--- src/rtl/mc_ctrl_pkg.sv ---
// rtl/mc_ctrl_pkg.sv - shared state, opcode and control-field encodings for the multicycle MIPS controller
// Purpose: the controller and the datapath import this package so that both sides agree on
//          the FSM states, the decoded opcode/funct values and the meaning of each mux select.
// Ports:   none (package).
package mc_ctrl_pkg;

  typedef enum logic [3:0] {
    S_FETCH, S_DECODE, S_R_EX, S_R_WB, S_ADDI_EX, S_ANDI_EX, S_IMM_WB, S_MEM_ADDR,
    S_LW_RD, S_LW_WB, S_SW_WR, S_BRANCH, S_JUMP, S_JAL, S_JR, S_ERROR
  } state_t;

  localparam logic [5:0] OP_RTYPE = 6'b000000;
  localparam logic [5:0] OP_LW    = 6'b100011;
  localparam logic [5:0] OP_SW    = 6'b101011;
  localparam logic [5:0] OP_BEQ   = 6'b000100;
  localparam logic [5:0] OP_BNE   = 6'b000101;
  localparam logic [5:0] OP_ADDI  = 6'b001000;
  localparam logic [5:0] OP_ANDI  = 6'b001100;
  localparam logic [5:0] OP_J     = 6'b000010;
  localparam logic [5:0] OP_JAL   = 6'b000011;
  localparam logic [5:0] FN_JR    = 6'b001000;

  localparam logic [1:0] PCSRC_ALU    = 2'b00;
  localparam logic [1:0] PCSRC_ALUOUT = 2'b01;
  localparam logic [1:0] PCSRC_JUMP   = 2'b10;
  localparam logic [1:0] PCSRC_REGA   = 2'b11;

  localparam logic [1:0] ALUB_REGB    = 2'b00;
  localparam logic [1:0] ALUB_FOUR    = 2'b01;
  localparam logic [1:0] ALUB_IMM     = 2'b10;
  localparam logic [1:0] ALUB_IMM_SH2 = 2'b11;

  localparam logic [1:0] ALU_ADD   = 2'b00;
  localparam logic [1:0] ALU_SUB   = 2'b01;
  localparam logic [1:0] ALU_FUNCT = 2'b10;
  localparam logic [1:0] ALU_AND   = 2'b11;

  localparam logic [1:0] REGDST_RT = 2'b00;
  localparam logic [1:0] REGDST_RD = 2'b01;
  localparam logic [1:0] REGDST_RA = 2'b10;

  localparam logic [1:0] M2R_ALUOUT = 2'b00;
  localparam logic [1:0] M2R_MDR    = 2'b01;
  localparam logic [1:0] M2R_PC     = 2'b10;

  localparam logic [1:0] ERR_NONE    = 2'b00;
  localparam logic [1:0] ERR_ILLEGAL = 2'b01;
  localparam logic [1:0] ERR_TIMEOUT = 2'b10;

endpackage

--- src/rtl/mc_wait_timer.sv ---
// rtl/mc_wait_timer.sv - saturating wait-state watchdog for one memory access
// Purpose: counts cycles spent waiting for mem_ready and flags the cycle on which the
//          MEM_TIMEOUT-th consecutive wait cycle completes without ready.
// Ports:   clk, rst (sync, active-low), clear (zero the count), tick (a wait state is active),
//          ready (memory completed this cycle), expired (combinational timeout flag).
module mc_wait_timer #(
  parameter int TMO_W       = 8,
  parameter int MEM_TIMEOUT = 255
) (
  input  logic clk,
  input  logic rst,
  input  logic clear,
  input  logic tick,
  input  logic ready,
  output logic expired
);

  logic [TMO_W-1:0] r_count;
  logic             w_wait;

  assign w_wait = tick & ~ready;

  // r_count holds the wait cycles already completed, so the current cycle is wait number
  // r_count+1; a ready in that same cycle suppresses the flag.
  assign expired = w_wait & (r_count == TMO_W'(MEM_TIMEOUT - 1));

  always_ff @(posedge clk) begin
    if (!rst || clear) begin
      r_count <= '0;
    end else if (w_wait && (r_count != '1)) begin
      r_count <= r_count + TMO_W'(1);
    end
  end

endmodule

--- src/rtl/mc_control_unit.sv ---
// rtl/mc_control_unit.sv - multicycle MIPS control FSM with memory handshake, watchdog and halt
// Purpose: sequences FETCH/DECODE/execute/writeback and drives the datapath strobes.
// Ports:   clk, rst (sync, active-low); opcode/funct from IR; mem_ready handshake input;
//          mem_req/memread/memwrite/IorD memory controls; IR_write, pc_write,
//          pc_write_condition, branch_ne, pcsrc PC controls; alusrcA, alusrcB, toaluctrl ALU
//          controls; regwrite, regdst, memtoreg register-file controls; instr_done pulse;
//          halt and err_code status.
module mc_control_unit
  import mc_ctrl_pkg::*;
#(
  parameter int OPCODE_W    = 6,
  parameter int FUNCT_W     = 6,
  parameter int TMO_W       = 8,
  parameter int MEM_TIMEOUT = 255
) (
  input  logic                clk,
  input  logic                rst,
  input  logic [OPCODE_W-1:0] opcode,
  input  logic [FUNCT_W-1:0]  funct,
  input  logic                mem_ready,
  output logic                mem_req,
  output logic                memread,
  output logic                memwrite,
  output logic                IorD,
  output logic                IR_write,
  output logic                pc_write,
  output logic                pc_write_condition,
  output logic                branch_ne,
  output logic [1:0]          pcsrc,
  output logic                alusrcA,
  output logic [1:0]          alusrcB,
  output logic [1:0]          toaluctrl,
  output logic                regwrite,
  output logic [1:0]          regdst,
  output logic [1:0]          memtoreg,
  output logic                instr_done,
  output logic                halt,
  output logic [1:0]          err_code
);

  state_t     r_state;
  logic [1:0] r_err;
  logic       r_bne;    // branch flavour captured in DECODE while IR is stable
  logic       r_is_sw;  // load/store direction captured in DECODE
  logic       w_in_wait;
  logic       w_expired;

  assign w_in_wait = (r_state == S_FETCH) || (r_state == S_LW_RD) || (r_state == S_SW_WR);

  // Every exit from a wait state happens on mem_ready (or into ERROR), so clearing on ready
  // or outside the wait states guarantees a zero count on entry to each access.
  mc_wait_timer #(.TMO_W(TMO_W), .MEM_TIMEOUT(MEM_TIMEOUT)) u_wait_timer (
    .clk     (clk),
    .rst     (rst),
    .clear   (~w_in_wait | mem_ready),
    .tick    (w_in_wait),
    .ready   (mem_ready),
    .expired (w_expired)
  );

  always_ff @(posedge clk) begin
    if (!rst) begin
      r_state <= S_FETCH;
      r_err   <= ERR_NONE;
      r_bne   <= 1'b0;
      r_is_sw <= 1'b0;
    end else begin
      case (r_state)
        S_FETCH, S_LW_RD, S_SW_WR: begin
          if (mem_ready) begin
            r_state <= (r_state == S_FETCH) ? S_DECODE :
                       (r_state == S_LW_RD) ? S_LW_WB : S_FETCH;
          end else if (w_expired) begin
            r_state <= S_ERROR;
            r_err   <= ERR_TIMEOUT;
          end
        end
        S_DECODE: begin
          r_bne   <= opcode[0];
          r_is_sw <= (opcode == OPCODE_W'(OP_SW));
          case (opcode)
            OPCODE_W'(OP_RTYPE):            r_state <= (funct == FUNCT_W'(FN_JR)) ? S_JR : S_R_EX;
            OPCODE_W'(OP_LW), OPCODE_W'(OP_SW):   r_state <= S_MEM_ADDR;
            OPCODE_W'(OP_BEQ), OPCODE_W'(OP_BNE): r_state <= S_BRANCH;
            OPCODE_W'(OP_ADDI):             r_state <= S_ADDI_EX;
            OPCODE_W'(OP_ANDI):             r_state <= S_ANDI_EX;
            OPCODE_W'(OP_J):                r_state <= S_JUMP;
            OPCODE_W'(OP_JAL):              r_state <= S_JAL;
            default: begin
              r_state <= S_ERROR;
              r_err   <= ERR_ILLEGAL;
            end
          endcase
        end
        S_R_EX:               r_state <= S_R_WB;
        S_ADDI_EX, S_ANDI_EX: r_state <= S_IMM_WB;
        S_MEM_ADDR:           r_state <= r_is_sw ? S_SW_WR : S_LW_RD;
        S_ERROR:              r_state <= S_ERROR;
        default:              r_state <= S_FETCH;
      endcase
    end
  end

  always_comb begin
    mem_req            = 1'b0;
    memread            = 1'b0;
    memwrite           = 1'b0;
    IorD               = 1'b0;
    IR_write           = 1'b0;
    pc_write           = 1'b0;
    pc_write_condition = 1'b0;
    branch_ne          = 1'b0;
    pcsrc              = PCSRC_ALU;
    alusrcA            = 1'b0;
    alusrcB            = ALUB_REGB;
    toaluctrl          = ALU_ADD;
    regwrite           = 1'b0;
    regdst             = REGDST_RT;
    memtoreg           = M2R_ALUOUT;
    instr_done         = 1'b0;
    halt               = 1'b0;
    err_code           = ERR_NONE;
    if (rst) begin
      err_code = r_err;
      case (r_state)
        S_FETCH: begin
          mem_req  = 1'b1;
          memread  = 1'b1;
          alusrcB  = ALUB_FOUR;
          IR_write = mem_ready;
          pc_write = mem_ready;
        end
        S_DECODE:   alusrcB = ALUB_IMM_SH2;
        S_R_EX: begin
          alusrcA   = 1'b1;
          toaluctrl = ALU_FUNCT;
        end
        S_R_WB: begin
          regwrite   = 1'b1;
          regdst     = REGDST_RD;
          instr_done = 1'b1;
        end
        S_ADDI_EX, S_ANDI_EX, S_MEM_ADDR: begin
          alusrcA   = 1'b1;
          alusrcB   = ALUB_IMM;
          toaluctrl = (r_state == S_ANDI_EX) ? ALU_AND : ALU_ADD;
        end
        S_IMM_WB: begin
          regwrite   = 1'b1;
          instr_done = 1'b1;
        end
        S_LW_RD: begin
          mem_req = 1'b1;
          memread = 1'b1;
          IorD    = 1'b1;
        end
        S_LW_WB: begin
          regwrite   = 1'b1;
          memtoreg   = M2R_MDR;
          instr_done = 1'b1;
        end
        S_SW_WR: begin
          mem_req    = 1'b1;
          memwrite   = 1'b1;
          IorD       = 1'b1;
          instr_done = mem_ready;
        end
        S_BRANCH: begin
          alusrcA            = 1'b1;
          toaluctrl          = ALU_SUB;
          pc_write_condition = 1'b1;
          pcsrc              = PCSRC_ALUOUT;
          branch_ne          = r_bne;
          instr_done         = 1'b1;
        end
        S_JUMP, S_JAL: begin
          pc_write   = 1'b1;
          pcsrc      = PCSRC_JUMP;
          instr_done = 1'b1;
          if (r_state == S_JAL) begin
            regwrite = 1'b1;
            regdst   = REGDST_RA;
            memtoreg = M2R_PC;
          end
        end
        S_JR: begin
          pc_write   = 1'b1;
          pcsrc      = PCSRC_REGA;
          instr_done = 1'b1;
        end
        S_ERROR:    halt = 1'b1;
        default:    halt = 1'b0;
      endcase
    end
  end

endmodule
--- config.mk ---
export PLATFORM = sky130hd
export DESIGN_NAME = mc_control_unit
export DESIGN_NICKNAME = d
export VERILOG_FILES = /design/src/rtl/mc_ctrl_pkg.sv /design/src/rtl/mc_wait_timer.sv /design/src/rtl/mc_control_unit.sv
export SDC_FILE = /design/constraint.sdc
export NUM_CORES = 1
export LEC_CHECK = 0
export BUFFER_PORTS_ARGS = -buffer_cell sky130_fd_sc_hd__clkbuf_2
export CAP_MARGIN = 20
export CORE_MARGIN = 3
export CORE_UTILIZATION = 25
export CTS_CLUSTER_SIZE = 30
export DETAILED_ROUTE_END_ITERATION = 10
export GPL_ROUTABILITY_DRIVEN = 0
export PLACE_DENSITY_LB_ADDON = 0.25
export SLEW_MARGIN = 20
export SYNTH_ARGS = -nofsm -noshare
export SYNTH_HDL_FRONTEND = slang
export SYNTH_SLANG_ARGS = --single-unit
--- constraint.sdc ---
create_clock -name clk -period 3.1 [get_ports clk]
set_clock_uncertainty 0.1 [all_clocks]
set_input_delay 0.31 -clock clk [delete_from_list [all_inputs] [get_ports clk]]
set_output_delay 0.31 -clock clk [all_outputs]
set_load 0.005 [all_outputs]
==> impl_metrics.env, run 1 <==
export IMPL_wire_per_inst_um=12.0
export IMPL_worst_pin_slew_ns=0.777
export IMPL_period_share=0.735
export IMPL_grt_usage=0.112
export IMPL_maxSlewHeadroom=0.478
export IMPL_synth_top_area_share=0.246
export IMPL_multi_input_area_um2=905
export IMPL_fmax_mhz=439
export IMPL_start_util=0.266
export IMPL_vias=1374
export IMPL_synth_edf_count=0
export IMPL_whs_ns=0.312
export IMPL_core_mm2=0.00488
export IMPL_cp_data_required_time_ns=2.69
export IMPL_drive_above_1_share=0.230
export IMPL_cts_setup_buffers=0
export IMPL_fp_row_count=25
export IMPL_cap_violations=0
export IMPL_portBuffers=38
export IMPL_cts_sinks=16
export IMPL_yosys_cell_count_top_type="nor2_1"
export IMPL_cts_hold_buffers=0
export IMPL_synthSimpleGateAreaFrac=0.421
export IMPL_critPathLaunchType="register"
export IMPL_grt_pass1_wl_um=5780
export IMPL_leakagePower_nw=0.643
export IMPL_stdcell_area_mm2=0.00156
export IMPL_dp_hpwl_um=2630
export IMPL_io_pins=39
export IMPL_worstPathCellList="inv_1, nand2_1, nor3_1, and3b_1, or2_2, clkbuf_2"
export IMPL_drt_antenna_violating_nets=0
export IMPL_fin_cells=280
export IMPL_synthMuxAreaShare=0.0154
export IMPL_cts_max_level=1
export IMPL_wl_um=3350
export IMPL_power_density_mw_per_mm2=635
export IMPL_post_dp_cell_area_mm2=0.00152
export IMPL_clock_tree_root_cell="clkbuf_8"
export IMPL_intPower_mw=0.547
export IMPL_final_util=0.320
export IMPL_synthXorXnorAreaFrac=0.0404
export IMPL_synthCells=183
export IMPL_arrival_ns=1.87
export IMPL_peakVddDrop_v=0.000270
export IMPL_diodes=0
export IMPL_total_power_mw=0.992
export IMPL_synth_ff_type="dfxtp_1"
export IMPL_p_clk_frac=0.154
export IMPL_grt_pass1_vias=1236
export IMPL_synth_area_leaders="dfxtp_1 25%, nor2_1 6.1%, nand2_1 5.5%, o21ai_0 3.8%, a21oi_1 3.5%"
export IMPL_synth_cell_type_count=47
export IMPL_switchingPower_mw=0.446
export IMPL_antenna_found_initial=0
export IMPL_ys_ff_latch=16
export IMPL_status="finished, final reports clean"
export IMPL_rsz0062_at_grt="false"
export IMPL_end_kind="output pin"
export IMPL_final_max_slew_viol_count=0
export IMPL_syn_area_per_cell_um2=7.10
export IMPL_die_h_um=78.1
export IMPL_cts_resized_gates=0
export IMPL_pre_cts_ws_ns=0.987
export IMPL_numCtsBuffers=3
export IMPL_hold_viol_final=0
export IMPL_critical_path_top_delay_family="simple AND/OR/NAND/NOR gates"
export IMPL_synth_top_cell_by_area="dfxtp_1"
export IMPL_viasPerCell=4.91
export IMPL_fillers=558
export IMPL_die_w_um=78.1
export IMPL_synth_area_mm2=0.00130
export IMPL_clk_latency_ns=0.24
export IMPL_layout_nets=232
export IMPL_synth_top_cells_by_count="21 x nor2_1, 19 x nand2_1, 16 x dfxtp_1, 10 x o21ai_0"
export IMPL_ctsLongestPathBuffers=2
export IMPL_synth_compound_area_share=0.200
export IMPL_drtPass1Iterations=4
export IMPL_synth_seq_area_share=0.246
export IMPL_dieArea_mm2=0.00610
export IMPL_drc=0
export IMPL_ys_warn_count=0
export IMPL_seq_area_um2=320
export IMPL_clk_pin_slew_ns=0.06
export IMPL_synth_async_reset_ratio=0
export IMPL_synth_fa_ha_area_frac=0.0192
export IMPL_setup_ws_ns=0.822
export IMPL_cpPeakStageDelay_ns=0.64
export IMPL_seqPwrFrac=0.365
export IMPL_fin_crit_ns=2.28
export IMPL_cts_tree="built"
export IMPL_crit_type="reg -> out"
export IMPL_areaGrowthSynthToFinish_pct=20.2
export IMPL_drtIter0Drc=175
export IMPL_hold_path_class="in -> reg"
export IMPL_dp_cells=277
export IMPL_cp_slowest_cell="dfxtp_1"
export IMPL_sw_frac_of_total=0.449
export IMPL_overflow=0
export IMPL_synth_top_family_by_area="simple AND/OR/NAND/NOR gates"
export IMPL_crit_path_max_fanout=17
export IMPL_finalSetupTns_ns=0
export IMPL_setup_viol=0
export IMPL_power_frac_comb=0.481
export IMPL_synthesis_nets=200
export IMPL_cp_buffers_inverters=2
export IMPL_grt_max_degree=23
-- layout by cell type, fill, tap and decap left out, types with 4 or more instances in the layout --
| cell | count |
|---|---|
| nor2b_1 | 7 |
| o21ai_0 | 10 |
| nand2_1 | 19 |
| a21oi_1 | 9 |
| nand4_1 | 4 |
| and3_1 | 6 |
| nor2_1 | 21 |
| nand3_1 | 8 |
| clkbuf_2 | 38 |
| dfxtp_1 | 16 |
| nor3_1 | 7 |
| and2_1 | 5 |
| inv_1 | 6 |
| nand2b_1 | 6 |
-- metal layers --
metal | global-route usage | vias to the layer above | share of wire
met5 | 0 | - | 0
met4 | 0.0280 | 0 | 0.0087
met3 | 0.0218 | 2 | 0.050
met2 | 0.170 | 30 | 0.44
met1 | 0.161 | 628 | 0.50
li1 | - | 714 | -
-- final timing paths --
path	end	cells past startpoint	from	slack [ns]
worst max-delay path	pc_write	6	r_state[1]	0.82
worst min-delay path	r_bne	3	opcode[0]	0.31
worst max register to register	u_wait_timer.r_count[7]	5	r_state[3]	0.98
worst min register to register	r_err[1]	2	r_err[1]	0.39
-- logic make-up (layout without fill, tap and decap cells) --
group | Yosys count | after routing
AND/OR/NAND/NOR | 100 | 100
AO/OA/AOI/OAI | 40 | 40
buffers and inverters | 17 | 47
flip-flops | 16 | 16
XOR/XNOR | 6 | 6
adder cells (fa/ha/maj) | 2 | 2
multiplexers | 2 | 2
-- power groups by stage --
stage               registers (mW)  clock network [mW]  logic [mW]
finish                       0.362               0.153       0.478
global route                 0.377               0.171       0.535
CTS                          0.359               0.159       0.481
detailed placement           0.364                   0       0.479
global placement             0.361                   0       0.484
floorplan                    0.268                   0       0.439
-- state kept, by name, summed over array words and instances, names as in the netlist --
signal and flops:
u_wait_timer.r_count 8, r_state 4, r_err 2, r_bne 1, r_is_sw 1
-- final cells by class --
cell class / count / share of cell area
multi-input combinational: 150 / 0.579
sequential: 16 / 0.205
timing repair buffer: 38 / 0.122
tap: 67 / 0.0536
clock buffer: 3 / 0.0264
inverter: 6 / 0.0144
-- worst min-delay path: cells and delay by family --
family / cells / cell delay, ns
buffers and inverters: 1 / 0.13
muxes: 1 / 0.08
and+or+nand+nor: 1 / 0.09
No activity file was read; power rests on OpenSTA's default activity.
==> run 2, diff against run 1 <==
--- a/config.mk
+++ b/config.mk
@@ -5,6 +5,7 @@
 export SDC_FILE = /design/constraint.sdc
 export NUM_CORES = 1
 export LEC_CHECK = 0
+export ABC_AREA = 1
 export BUFFER_PORTS_ARGS = -buffer_cell sky130_fd_sc_hd__clkbuf_2
 export CAP_MARGIN = 20
 export CORE_MARGIN = 3
==> constraint.sdc (replaced) <==
create_clock -name clk -period 2 [get_ports clk]
set_clock_uncertainty 0.1 [all_clocks]
set_input_delay 0.2 -clock clk [delete_from_list [all_inputs] [get_ports clk]]
set_output_delay 0.2 -clock clk [all_outputs]
set_load 0.005 [all_outputs]
==> run 2 against run 1 <==
Compared with the run above:
- critical path depth is the same
- first-iteration DRC count shrank 81%
- total power increased by 62%
- worst setup slack got worse by 0.63 ns
- synthesized cell count grew 20%
- register-to-register slack lost 0.54 ns
- hold slack lost 0.18 ns
- clock power grew 99%
- sequential share of layout area decreased by 0.31 points
- flip-flop and latch count is the same
- final area grew 1.9%
- utilization rose by 1.0 points
- critical endpoint is now toaluctrl[1]
- largest cell class unchanged
- largest power group unchanged
==> impl_metrics.env, run 2 <==
export IMPL_status="finished, final reports clean"
export IMPL_final_util=0.331
export IMPL_synth_compound_area_share=0.157
export IMPL_diodes=0
export IMPL_viasPerCell=4.44
export IMPL_synth_edf_count=0
export IMPL_layout_nets=276
export IMPL_overflow=0
export IMPL_fin_crit_ns=1.80
export IMPL_dieArea_mm2=0.00596
export IMPL_synth_fa_ha_area_frac=0.0197
export IMPL_wl_um=3250
export IMPL_synthesis_nets=236
export IMPL_dp_cells=321
export IMPL_ys_ff_latch=16
export IMPL_portBuffers=38
export IMPL_reg_top3="u_wait_timer.r_count x8, r_state x4, r_err x2"
export IMPL_final_common_cell="nand2_1"
export IMPL_finalSetupTns_ns=0
export IMPL_start_util=0.263
export IMPL_power_density_mw_per_mm2=1010
export IMPL_synth_area_mm2=0.00127
export IMPL_synth_area_leaders="dfxtp_1 25%, nand2_1 14%, nor2_1 12%, inv_1 9.8%, a21oi_1 7.1%"
export IMPL_yosys_cell_count_top_type="nand2_1"
export IMPL_peakVddDrop_v=0.000214
export IMPL_reg2reg_from="r_state[2]"
export IMPL_end_kind="output pin"
export IMPL_synth_top_cell_by_area="dfxtp_1"
export IMPL_cts_hold_buffers=0
export IMPL_critPathLaunchType="register"
export IMPL_cts_tree="built"
export IMPL_clock_tree_root_cell="clkbuf_8"
export IMPL_arrival_ns=1.50
export IMPL_layout_common_cells="47 x nand2_1, 38 x clkbuf_2, 37 x nor2_1, 32 x inv_1, 18 x a21oi_1"
export IMPL_top_register="u_wait_timer.r_count"
export IMPL_vias=1443
export IMPL_drtPass1Iterations=4
export IMPL_clk_pin_slew_ns=0.07
export IMPL_cp_data_required_time_ns=1.70
export IMPL_synthCells=219
export IMPL_largest_reg_flops=8
export IMPL_hold_end="r_bne"
export IMPL_ctsLongestPathBuffers=2
export IMPL_fmax_mhz=554
export IMPL_synth_top_family_by_area="simple AND/OR/NAND/NOR gates"
export IMPL_clk_latency_ns=0.26
export IMPL_final_max_slew_viol_count=0
export IMPL_die_w_um=77.2
export IMPL_synth_ff_type="dfxtp_1"
export IMPL_leakagePower_nw=0.783
export IMPL_synth_seq_area_share=0.253
export IMPL_die_h_um=77.2
export IMPL_dp_hpwl_um=2660
export IMPL_seq_area_um2=322
export IMPL_wire_per_inst_um=10.0
export IMPL_period_share=0.902
export IMPL_ys_warn_count=0
export IMPL_crit_path_max_fanout=6
export IMPL_synth_top_area_share=0.253
export IMPL_synth_top_cells_by_count="47 x nand2_1, 39 x nor2_1, 33 x inv_1, 18 x a21oi_1, 16 x dfxtp_1"
export IMPL_r2r_setup_slack_ns=0.44
export IMPL_rsz0062_at_grt="false"
export IMPL_fin_cells=325
export IMPL_hold_viol_final=0
export IMPL_cts_max_level=1
export IMPL_drive_above_1_share=0.252
export IMPL_r2r_end="r_state[1]"
export IMPL_cts_sinks=16
export IMPL_drtIter0Drc=34
export IMPL_grt_usage=0.111
export IMPL_grt_pass1_wl_um=5460
export IMPL_areaGrowthSynthToFinish_pct=25.7
export IMPL_maxSlewHeadroom=0.584
export IMPL_io_pins=39
export IMPL_total_power_mw=1.61
export IMPL_crit_type="reg -> out"
export IMPL_fp_row_count=25
export IMPL_syn_area_per_cell_um2=5.79
export IMPL_synthSimpleGateAreaFrac=0.431
export IMPL_r2r_cells=11
export IMPL_hold_path_class="in -> reg"
export IMPL_setup_viol=0
export IMPL_grt_pass1_vias=1293
export IMPL_worst_pin_slew_ns=0.623
export IMPL_worstHoldPathCells=3
export IMPL_synth_cell_type_count=27
export IMPL_synthMuxAreaShare=0
export IMPL_grt_max_degree=22
export IMPL_drt_antenna_violating_nets=0
export IMPL_drc=0
export IMPL_cap_violations=0
export IMPL_synth_async_reset_ratio=0
export IMPL_synthXorXnorAreaFrac=0.00691
export IMPL_multi_input_area_um2=790
export IMPL_min_from="opcode[0]"
export IMPL_core_mm2=0.00482
export IMPL_numCtsBuffers=3
export IMPL_fillers=573
export IMPL_antenna_found_initial=0
-- run 2: cell types whose count changed after synthesis, moves of 4 or more --
cell and change:
nand2_1 +28, a21oi_1 +9, nand2b_1 -6, and2_1 -5
clkbuf_1 -7, and3_1 -6, nand2_2 +4, nor2_1 +18
nor2b_1 -7, inv_1 +27
-- run 2: critical path, cell delays in order, from the launching register on --
cell and delay [ns]:
dfxtp_1 0.37, nor2_2 0.21, inv_2 0.11, nor2_1 0.19
inv_1 0.09, a21oi_1 0.15, clkbuf_2 0.14
-- run 2: worst max path at each step --
| stage | from | to | slack [ns] |
|---|---|---|---|
| after floorplan | u_wait_timer.r_count[1] | u_wait_timer.r_count[5] | 0.64 |
| after global placement | r_state[1] | pcsrc[0] | 0.29 |
| after detailed placement | r_state[1] | toaluctrl[0] | 0.35 |
| after CTS | r_state[1] | toaluctrl[0] | 0.05 |
| after global routing | r_state[3] | toaluctrl[1] | 0.07 |
| final | r_state[3] | toaluctrl[1] | 0.20 |
-- run 2: final cells by class --
cell class,instances,share of cell area
multi-input cells,161,0.496
clock buffers,4,0.0346
inverters,38,0.0911
flip-flops and latches,16,0.202
repair buffers,39,0.124
well taps,67,0.0526
-- run 2: metrics by stage --
stage	hold WS (ns)	area [um^2]	setup WS, ns
final	0.130	1590	0.196
after global routing	0.149	1590	0.0675
after CTS	0.129	1580	0.0527
after detailed placement	0.344	1530	0.351
after global placement	0.343	1530	0.287
after floorplan	0.242	1270	0.642
-- run 2: per-layer routing --
layer | track usage | vias to the layer above | wire length (um)
li1 | - | 777 | -
met1 | 0.136 | 619 | 1520
met2 | 0.177 | 40 | 1440
met3 | 0.0235 | 7 | 204
met4 | 0.0658 | 0 | 80
met5 | 0 | - | 0
-- run 2: cell families (layout without fill, tap and decap cells) --
kind of cell | after synthesis | after routing
buffers and inverters | 42 | 81
AOI/OAI and AO/OA | 36 | 36
and+or+nand+nor | 122 | 122
adders and majority gates | 2 | 2
DFF | 16 | 16
xor gates and xnor gates | 1 | 1
-- run 2: what timing repair did --
action,in CTS,in global routing
endpoints found under the setup margin,0,6
buffers inserted,0,0
gates resized for setup,0,5
-- run 2: report_power, final --
part / switching (mW) / internal, mW
sequential: 0.0597 / 0.383
combinational: 0.567 / 0.293
clock: 0.130 / 0.175
==> run 3, diff against run 2 <==
--- a/config.mk
+++ b/config.mk
@@ -17,4 +17,5 @@
 export SLEW_MARGIN = 20
 export SYNTH_ARGS = -nofsm -noshare
 export SYNTH_HDL_FRONTEND = slang
+export SYNTH_HIERARCHICAL = 1
 export SYNTH_SLANG_ARGS = --single-unit
==> run 3 against run 2 <==
Compared with the run above:
- utilization increased by 1.5 points
- count of clock-buffer cells in the layout unchanged
- flip-flop and latch count unchanged
- non-clock buffer count increased by 6
- final cell count increased by 4.3%
- first-iteration DRC count increased by 53%
- clock power decreased by 3%
- sequential power increased by 1%
- critical endpoint is now r_state[3]
- highest routed layer unchanged
==> impl_metrics.env, run 3 <==
export IMPL_overflow=0
export IMPL_wire_per_inst_um=9.91
export IMPL_end_kind="register"
export IMPL_drtIter0Drc=52
export IMPL_status="finished, final reports clean"
export IMPL_cpPeakStageDelay_ns=0.38
export IMPL_drt_antenna_violating_nets=0
export IMPL_synthesis_nets=244
export IMPL_rsz0062_at_grt="false"
export IMPL_ys_ff_latch=16
export IMPL_arrival_ns=1.94
export IMPL_clock_tree_root_cell="clkbuf_8"
export IMPL_start_util=0.269
export IMPL_areaGrowthSynthToFinish_pct=28.3
export IMPL_numCtsBuffers=3
export IMPL_drive_above_1_share=0.287
export IMPL_leakagePower_nw=0.886
export IMPL_diodes=0
export IMPL_portBuffers=38
export IMPL_synth_ff_type="dfxtp_1"
export IMPL_setup_viol=0
export IMPL_cts_sinks=16
export IMPL_die_w_um=78.9
export IMPL_grt_pass1_wl_um=5820
export IMPL_layout_nets=290
export IMPL_clk_pin_slew_ns=0.06
export IMPL_core_mm2=0.00494
export IMPL_clk_latency_ns=0.25
export IMPL_critPathLaunchType="register"
export IMPL_period_share=0.927
export IMPL_crit_path_max_fanout=5
export IMPL_cts_resized_gates=0
export IMPL_antenna_found_initial=0
export IMPL_synth_top_cell_by_area="dfxtp_1"
export IMPL_vias=1458
export IMPL_synth_top_cells_by_count="58 x nand2_1, 41 x nor2_1, 30 x inv_1, 16 x dfxtp_1, 15 x nand3_1"
export IMPL_worstHoldPathCells=3
export IMPL_cp_data_required_time_ns=2.08
export IMPL_cts_max_level=1
export IMPL_min_from="opcode[3]"
export IMPL_die_h_um=78.9
export IMPL_synth_async_reset_ratio=0
export IMPL_io_pins=39
export IMPL_hold_end="r_is_sw"
export IMPL_crit_type="reg -> reg"
export IMPL_hold_viol_final=0
export IMPL_synth_area_leaders="dfxtp_1 24%, nand2_1 16%, nor2_1 12%, inv_1 8.5%, nand3_1 5.6%"
export IMPL_synth_edf_count=0
export IMPL_power_density_mw_per_mm2=1090
export IMPL_wl_um=3360
export IMPL_grt_pass1_vias=1384
export IMPL_grt_max_degree=13
export IMPL_synth_seq_area_share=0.241
export IMPL_synth_top_area_share=0.241
export IMPL_cap_violations=0
export IMPL_viasPerCell=4.30
export IMPL_reg_top3="u_wait_timer/r_count x8, r_state x4, r_err x2"
export IMPL_final_max_slew_viol_count=0
export IMPL_crit_path_start="r_state[0]"
export IMPL_syn_area_per_cell_um2=5.86
export IMPL_reg2reg_from="r_state[0]"
export IMPL_top_register="u_wait_timer/r_count"
export IMPL_peakVddDrop_v=0.000290
export IMPL_cp_slowest_cell="dfxtp_1"
export IMPL_fp_row_count=25
export IMPL_largest_reg_flops=8
export IMPL_drtPass1Iterations=4
export IMPL_worstPathCellList="nor2_1, nand2_2, nand2_4, inv_1, nor2_4, nand2_1, nor3b_2, buf_4, nor2_4, inv_2, nand2_1, a21oi_2"
export IMPL_drc=0
export IMPL_r2r_setup_slack_ns=0.15
export IMPL_cts_hold_buffers=0
export IMPL_final_common_cell="nand2_1"
export IMPL_synth_cell_type_count=29
export IMPL_total_power_mw=1.86
export IMPL_hold_path_class="in -> reg"
export IMPL_cts_tree="built"
export IMPL_synthCells=227
export IMPL_ys_warn_count=6
export IMPL_fin_crit_ns=1.85
export IMPL_r2r_end="r_state[3]"
export IMPL_finalSetupTns_ns=0
export IMPL_worst_pin_slew_ns=0.274
export IMPL_yosys_cell_count_top_type="nand2_1"
export IMPL_r2r_cells=12
export IMPL_cts_setup_buffers=0
export IMPL_layout_common_cells="58 x nand2_1, 40 x nor2_1, 38 x clkbuf_2, 29 x inv_1"
export IMPL_dp_hpwl_um=2800
export IMPL_fmax_mhz=540
export IMPL_synth_area_mm2=0.00133
export IMPL_ctsLongestPathBuffers=2
export IMPL_grt_usage=0.112
export IMPL_fillers=556
export IMPL_dieArea_mm2=0.00623
export IMPL_maxSlewHeadroom=0.817
-- run 3: how the worst max path moves through the flow --
| stage | to | slack, ns |
|---|---|---|
| 2_1_floorplan | r_err[0] | 0.13 |
| 4_1_cts | r_state[3] | 0.08 |
| 3_5_place_dp | r_state[1] | 0.1 |
| 6_report | r_state[3] | 0.15 |
| 5_1_grt | r_state[3] | 0.04 |
| 3_3_place_gp | r_state[1] | 0.14 |
-- run 3: cell type report --
class | count | area [um^2] | area share
multi-input combinational | 174 | 880 | 0.515
sequential | 16 | 322 | 0.188
timing repair buffer | 45 | 243 | 0.142
inverter | 33 | 124 | 0.0726
tap | 67 | 83.8 | 0.0491
clock buffer | 4 | 55.1 | 0.0323
-- run 3: power breakdown --
part	internal, mW	leakage (nW)	total, mW	switching (mW)
clock network	0.175	0.0288	0.296	0.121
logic	0.416	0.727	1.12	0.699
registers	0.383	0.130	0.447	0.0643
-- run 3: critical path: cells and delay by family, from the launching register on --
kind	cells	cell delay, ns
AO/OA/AOI/OAI	1	0.11
AND/OR/NAND/NOR	8	0.92
buffers and inverters	3	0.28
flip-flops	1	0.38
-- run 3: logic make-up (layout without fill, tap and decap cells) --
| family | count (synthesis) | in the layout | synth area share |
|---|---|---|---|
| buffers and inverters | 37 | 82 | 0.107 |
| adders and majority gates | 2 | 2 | 0.0188 |
| AOI/OAI and AO/OA | 30 | 30 | 0.125 |
| xor gates and xnor gates | 2 | 2 | 0.0132 |
| DFF | 16 | 16 | 0.241 |
| and+or+nand+nor | 140 | 140 | 0.495 |
-- run 3: per-layer routing --
metal  global-route usage  vias to the layer above  part of all wire
met5                    0                        -                 0
met4               0.0464                        0             0.013
met2                0.184                       38              0.42
li1                     -                      799                 -
met3               0.0125                        4             0.054
met1                0.150                      617              0.51
-- run 3: through the flow --
step / area (um^2) / instances / utilization / hold WS [ns] / setup slack [ns]
6_report: 1710 / 339 / 0.345 / 0.160 / 0.147
5_1_grt: 1710 / 339 / 0.345 / 0.201 / 0.0367
4_1_cts: 1690 / 339 / 0.343 / 0.161 / 0.0793
3_5_place_dp: 1640 / 335 / 0.331 / 0.358 / 0.0953
3_3_place_gp: 1640 / 335 / 0.331 / 0.345 / 0.138
2_1_floorplan: 1330 / 227 / - / 0.260 / 0.126
